[config.mk]
export PLATFORM = sky130hd
export DESIGN_NAME = fetch_queue
export DESIGN_NICKNAME = d
export VERILOG_FILES = /design/src/rtl/fetch_queue.sv
export SDC_FILE = /design/constraint.sdc
export NUM_CORES = 1
export LEC_CHECK = 0
export CAP_MARGIN = 20
export CORE_MARGIN = 3
export CORE_UTILIZATION = 51
export DETAILED_ROUTE_END_ITERATION = 8
export PLACE_DENSITY = 0.8
export SYNTH_ARGS = -nofsm -noshare
export SYNTH_HDL_FRONTEND = slang
export SYNTH_SLANG_ARGS = --single-unit
[constraint.sdc]
create_clock -name Clk -period 5.1 [get_ports Clk]
set_input_delay 0.765 -clock Clk [delete_from_list [all_inputs] [get_ports Clk]]
set_output_delay 0.765 -clock Clk [all_outputs]
set_load 0.05 [all_outputs]
[src/rtl/fetch_queue.sv]
// Instruction fetch queue between the PC/instruction memory and decode; gates PCWrite on acceptance.
// Optional FETCH_STATS_EN adds free-running push and stall counters.
module fetch_queue #(
    parameter int DEPTH = 2,
    parameter int AW    = 1
) (
    input  logic        Clk,
    input  logic        Reset,
    input  logic [31:0] PC,
    input  logic [31:0] Instruction,
    input  logic        IDStall,
    input  logic        Flush,
    output logic        PCWrite,
    output logic [31:0] IF_Instr,
    output logic [31:0] IF_PCPlus4,
`ifdef FETCH_STATS_EN
    output logic [31:0] FetchCount,
    output logic [31:0] StallCount,
`endif
    output logic        IF_Valid
);

    typedef struct packed {
        logic [31:0] pc_plus4;
        logic [31:0] instr;
    } entry_t;

    localparam logic [AW:0] DEPTH_C = (AW+1)'(DEPTH);

    entry_t        mem_q [DEPTH];
    entry_t        mem_d [DEPTH];
    logic [AW-1:0] rd_ptr_q, rd_ptr_d;
    logic [AW-1:0] wr_ptr_q, wr_ptr_d;
    logic [AW:0]   count_q, count_d;
    logic          push, pop, if_valid;

    assign if_valid = (count_q != '0);
    assign pop      = if_valid & ~IDStall;
    // A full queue still accepts when the head leaves this cycle.
    assign push     = ~Flush & ((count_q < DEPTH_C) | pop);
    assign PCWrite  = push | Flush;

    assign IF_Valid   = if_valid;
    assign IF_Instr   = if_valid ? mem_q[rd_ptr_q].instr    : 32'h0;
    assign IF_PCPlus4 = if_valid ? mem_q[rd_ptr_q].pc_plus4 : 32'h0;

    always_comb begin
        mem_d    = mem_q;
        rd_ptr_d = rd_ptr_q;
        wr_ptr_d = wr_ptr_q;
        count_d  = count_q;
        if (Flush) begin
            rd_ptr_d = '0;
            wr_ptr_d = '0;
            count_d  = '0;
        end else begin
            if (push) begin
                mem_d[wr_ptr_q] = '{pc_plus4: PC + 32'd4, instr: Instruction};
                wr_ptr_d        = wr_ptr_q + 1'b1;
            end
            if (pop) begin
                rd_ptr_d = rd_ptr_q + 1'b1;
            end
            case ({push, pop})
                2'b10:   count_d = count_q + 1'b1;
                2'b01:   count_d = count_q - 1'b1;
                default: count_d = count_q;
            endcase
        end
    end

    always_ff @(posedge Clk or posedge Reset) begin
        if (Reset) begin
            mem_q    <= '{default: '0};
            rd_ptr_q <= '0;
            wr_ptr_q <= '0;
            count_q  <= '0;
        end else begin
            mem_q    <= mem_d;
            rd_ptr_q <= rd_ptr_d;
            wr_ptr_q <= wr_ptr_d;
            count_q  <= count_d;
        end
    end

`ifdef FETCH_STATS_EN
    logic [31:0] fetch_count_q, fetch_count_d;
    logic [31:0] stall_count_q, stall_count_d;

    // Flush deliberately leaves the statistics untouched.
    always_comb begin
        fetch_count_d = fetch_count_q;
        stall_count_d = stall_count_q;
        if (push)     fetch_count_d = fetch_count_q + 32'd1;
        if (!PCWrite) stall_count_d = stall_count_q + 32'd1;
    end

    always_ff @(posedge Clk or posedge Reset) begin
        if (Reset) begin
            fetch_count_q <= '0;
            stall_count_q <= '0;
        end else begin
            fetch_count_q <= fetch_count_d;
            stall_count_q <= stall_count_d;
        end
    end

    assign FetchCount = fetch_count_q;
    assign StallCount = stall_count_q;
`endif

endmodule
# Word-level counts from Yosys, hierarchy flattened
# Index checks and enable logic that the tools add are counted.
# Widths: inputs -> output; s select.
op_classes:
  n_lt_le_gt_ge: 4
  bitwise_logic: 8
  reduce_logical: 6
  n_mux: 14
  n_addsub: 5
  n_eq_ne: 2
op_table:
  columns: ["operator", "count"]
  rows:
  - ["$mux 64", 4]
  - ["$bwmux 128", 1]
  - ["$demux 64 s1", 1]
  - ["$mux 32", 2]
  - ["$add 32x3->32 const B", 1]
  - ["$reduce_bool 2->1", 3]
  - ["$ge 2x2->1 const B", 2]
  - ["$mux 1", 4]
  - ["$not 1->2", 2]
  - ["$pmux 2 s2", 1]
  - ["$reduce_bool 3->1", 1]
  - ["$add 1x1->1 const B", 2]
  - ["$add 2x1->2 const B", 1]
  - ["$and 1x1->1", 2]
  - ["$eq 2x1->1 const B", 1]
  - ["$eq 2x2->1 const B", 1]
  - ["$lt 2x1->1 const B", 1]
  - ["$lt 2x2->1 const B", 1]
  - ["$mux 2", 1]
  - ["$not 1->1", 2]
  - ["$or 1x1->1", 2]
  - ["$reduce_and 2->1", 1]
  - ["$sub 2x1->2 const B", 1]
  - ["$logic_and 1x1->1", 1]
totals:
  elab_cells: 46
  reg_bits: 132
  input_bits: 68

# Longest topological paths before layout
logic_depth:
  ltp_word: 7
  depth_mapped: 7
  ltp_nobuf: 6

# Least setup slack after synthesis
# OpenSTA, ideal clock, no wires.
synth_path:
  path_kind: "register to output"
  startpoint: "register rd_ptr_q"
  endpoint: "output port IF_Instr[13]"
  setup_slack_ns: 2.520
  arrival_ns: 1.815
  n_path_buf: 2
  path_stages_with_launch: 5
  path_cell_list: "dfrtp_1 -> buf_2 -> buf_1 -> mux2i_1 -> nor2_1"
synth_via:
  elab_chain_cells: 5
synth_lines:
  columns: ["element", "line_no", "text"]
  rows:
  - ["start, declared", "32", "logic [AW-1:0] rd_ptr_q, rd_ptr_d;"]
  - ["start signal, assigned", "80", "rd_ptr_q <= rd_ptr_d;"]
  - ["$not 1->2 (not written as such)", "44", "assign IF_Instr = if_valid ? mem_q[rd_ptr_q].instr : 32'h0;"]
  - ["$mux 64 (3 in series)", null, null]
  - ["$mux 32", "44", null]
  - ["end, declared", "14", "output logic [31:0] IF_Instr,"]
# Every way passes these cells. The select of a mux whose other input is x is not followed.

# Worst setup path in the final report
layout_path:
  startpoint: "register count_q[1]"
  endpoint: "output port IF_PCPlus4[9]"
layout_via:
  elab_chain_cells: 2
layout_lines:
  columns: ["element", "line_no", "text"]
  rows:
  - ["start, declared", "34", "logic [AW:0] count_q, count_d;"]
  - ["start signal, assigned", "82", "count_q <= count_d;"]
  - ["$reduce_bool 2->1", "37", "assign if_valid = (count_q != '0);"]
  - ["$mux 32", "45", "assign IF_PCPlus4 = if_valid ? mem_q[rd_ptr_q].pc_plus4 : 32'h0;"]
  - ["end, declared", "15", "output logic [31:0] IF_PCPlus4,"]
# Every way passes these cells.

==> flow_summary.json <==
{
  "synthTopCellsByCount": "nand2_1 (175), dfrtp_1 (132), nor2_1 (79), mux2i_1 (65), o21ai_0 (57)",
  "post_synth_num_cell_types": 28,
  "finish.net_count": 846,
  "crit-reg2reg-launch": "count_q[1]",
  "power_density_mw_per_mm2": 443.1,
  "placement.io_buffers": 133,
  "critPathCaptureType": "primary output",
  "hold-path-endpoint": "mem_q[68]",
  "via_density_per_instance": 5.433,
  "worst_path_dominant_cell_family": "buffers and inverters",
  "timing.reg2reg.setup_slack_ns": 2.89,
  "post_cts_resize_count": 0,
  "outcome": "finished clean",
  "arrival_ns": 2.91,
  "synth-simple-area-share_pct": 18.80,
  "count_of_flip_flops_with_a_built_in_enable_after_synthesis": 0,
  "drtAntennaViolNets": 0,
  "cts_root_buffer": "clkbuf_16",
  "clock_tree.buffer_depth": 2,
  "drt_iter0_markers": 385,
  "synth_area_per_cell_sq_um": 9.572,
  "yosys-mux-area-fraction_pct": 16.61,
  "number_of_warning_messages_in_the_yosys_log": 0,
  "yosys.area_share.xor_xnor_pct": 4.039,
  "clock-sinks": 132,
  "worstPathRequired_ns": 4.34,
  "post-dp-hpwl_um": 9943,
  "finalWeightedCongestion": 0.8164,
  "max_stage_delay_ns": 0.72,
  "tns_ns": 0,
  "ys_async_sr_fraction_pct": 100.0,
  "grt_start_max_net_pins": 94,
  "synth_top_family_by_area": "simple AND/OR/NAND/NOR gates",
  "number_of_top_level_pins": 134,
  "area_delta_synth_final_pct": 33.17,
  "cts_setup_buffers": 0,
  "timing.final.max_slew_violations": 0,
  "fin_ws_ns": 1.421,
  "initial_cell_density_of_the_core_pct": 53.70,
  "worst-path-buf-inv": 2,
  "maxClockFrequency_ghz": 0.2718,
  "global_route_wire_length_before_repair_um": 25030,
  "antennaDiodeCount": 0,
  "clock_skew_ns": 0.009065,
  "vdd.ir_drop.worst_mv": 0.2503,
  "timing.critical_path.slowest_stage_cell": "clkdlybuf4s50_1",
  "route.detailed.wl_per_inst_um": 16.43,
  "worst_slew_margin_relative_to_its_limit_pct": 29.37,
  "r2r-end": "mem_q[26]",
  "first_global_vias": 5188,
  "coreArea_sq_mm": 0.01171,
  "critPathMaxFanout": 34,
  "syn-cell-area_sq_mm": 0.006289,
  "worstSetupStartpointType": "register",
  "htreeDepth": 4,
  "drc": 0,
  "cts.clk_slew.worst_paths_ns": 0.05,
  "layout_min_cycle_time_ns": 3.679,
  "setup_viol": 0,
  "die_x_um": 117.0,
  "synth_fp_nets": 726,
  "holdCritStartpoint": "mem_q[68]",
  "drive_gt1_share_pct": 10.76,
  "place_ws_ns": 1.799,
  "rows": 39,
  "detailedRoute.firstPassIterationCount": 4,
  "globalRouteTotalUtil_pct": 23.43,
  "dieHeight_um": 117.0,
  "reg2reg_depth": 4,
  "antenna_found_initial": 0,
  "layout_worst_path_cycle_share_pct": 72.15,
  "worstMarginPinSlew_ns": 1.060,
  "sequential_element_share_of_the_synthesized_area_pct": 52.53,
  "synthMostInstantiatedCell": "nand2_1",
  "design.die.area_sq_mm": 0.01370,
  "timing.max_cap.violations": 0,
  "synth_area_leaders": "dfrtp_1 (53%), nand2_1 (10%), mux2i_1 (10%), mux2_2 (6.3%), nor2_1 (4.7%)",
  "syn-instance-count": 657,
  "min-delay-path-class": "register to register",
  "synth_fa_ha_area_share_pct": 0.1990,
  "hold_buffers": 0,
  "grt_overflow_total": 0,
  "total_count_of_hold_check_failures_in_the_final_report": 0,
  "synth-main-ff-cell": "dfrtp_1",
  "synth_area_leader": "dfrtp_1",
  "area_share_of_the_largest_cell_type_after_synthesis_pct": 52.53,
  "register_bit_count_reported_by_yosys": 132,
  "num_cts_buffers": 17,
  "cts_tree": "built",
  "synth_compound_gate_area_share_pct": 5.113,
  "timing_worst_setup_path_type": "register to primary output",
  "power_leakage_uw": 0.003611,
  "rsz0062_at_grt": "false",
  "whs_path_depth": 2,
  "clock_insertion_delay_worst_skew_ns": 0.41,
  "postRouteWirelength_um": 15330,
  "critical_path_cell_list": "nor2_4, buf_4, nor2_1, clkdlybuf4s50_1",
  "via_count": 5069
}
cells in the final DEF (no fill, tap or decap), types with 3 or more instances in the layout:
cell	count
buf_4	6
bufinv_16	4
clkbuf_16	17
clkdlybuf4s50_1	133
clkinv_2	3
clkinvlp_4	5
dfrtp_1	131
inv_1	4
mux2_2	35
mux2i_1	65
nand2_1	175
nand3_1	9
nand4_1	9
nor2_1	78
nor4_1	4
o21ai_0	57
xnor2_1	11
xor2_1	18
flip-flops by register name, indices dropped and copies added, names as in the netlist:
| name | cells |
|---|---|
| mem_q | 128 |
| count_q | 2 |
| wr_ptr_q | 1 |
| rd_ptr_q | 1 |
metal layers:
metal / GRT usage, % / part of all wire, % / wire length (um)
met4: 7.798 / 1.3 / 199
met3: 5.913 / 5.8 / 894
met2: 38.87 / 50 / 7626
met1: 30.25 / 43 / 6611
met5: 0 / 0 / 0
cell type report:
cell class | count | area (sq um)
repair buffers | 140 | 1396
inverters | 5 | 21.27
fillers | 839 | 3337
clock inverters | 13 | 181.4
well taps | 143 | 178.9
clock buffers | 19 | 452.9
flip-flops and latches | 132 | 3307
multi-input cells | 481 | 2836
report_power, final:
part	switching, uW	total, uW	internal (uW)
Combinational	618	1010	391
Clock	445	1290	841
Sequential	136	1420	1280
Total	1200	3710	2510
kinds of logic after synthesis:
logic type               count (synthesis)
XOR/XNOR                                29
flip-flops                             132
adder cells (fa/ha/maj)                  1
multiplexers                           100
AND/OR/NAND/NOR                        288
buffers and inverters                   44
AO/OA/AOI/OAI                           63
worst reg2reg max path, cell delays in order (launching register included):
cell and delay (ns):
dfrtp_1 0.53, nand2_1 0.16, nand3b_1 0.11, buf_4 0.75, mux2_2 0.55
how the worst max path moves through the flow:
| stage | startpoint | depth (start not counted) | to |
|---|---|---|---|
| 6_report | count_q[1] | 4 | IF_PCPlus4[9] |
| 3_3_place_gp | IDStall | 4 | PCWrite |
| 4_1_cts | count_q[1] | 4 | IF_PCPlus4[9] |
| 5_1_grt | count_q[1] | 4 | IF_Instr[30] |
| 2_1_floorplan | Reset | 1 | count_q[0] |
| 3_5_place_dp | IDStall | 4 | PCWrite |
metrics by stage:
stage	hold WS, ns	total power, uW	util, %	std cells	area [sq um]
final	0.4711	3711	71.51	933	8374
after detailed placement	0.4613	2438	65.92	900	7720
after CTS	0.4751	3736	71.34	932	8354
after global placement	0.4566	2395	65.92	900	7720
after floorplan	0.4450	2084	-	657	6289
after global routing	0.4963	3890	71.51	933	8374
Note: power is estimated with default switching activity, not from simulation.
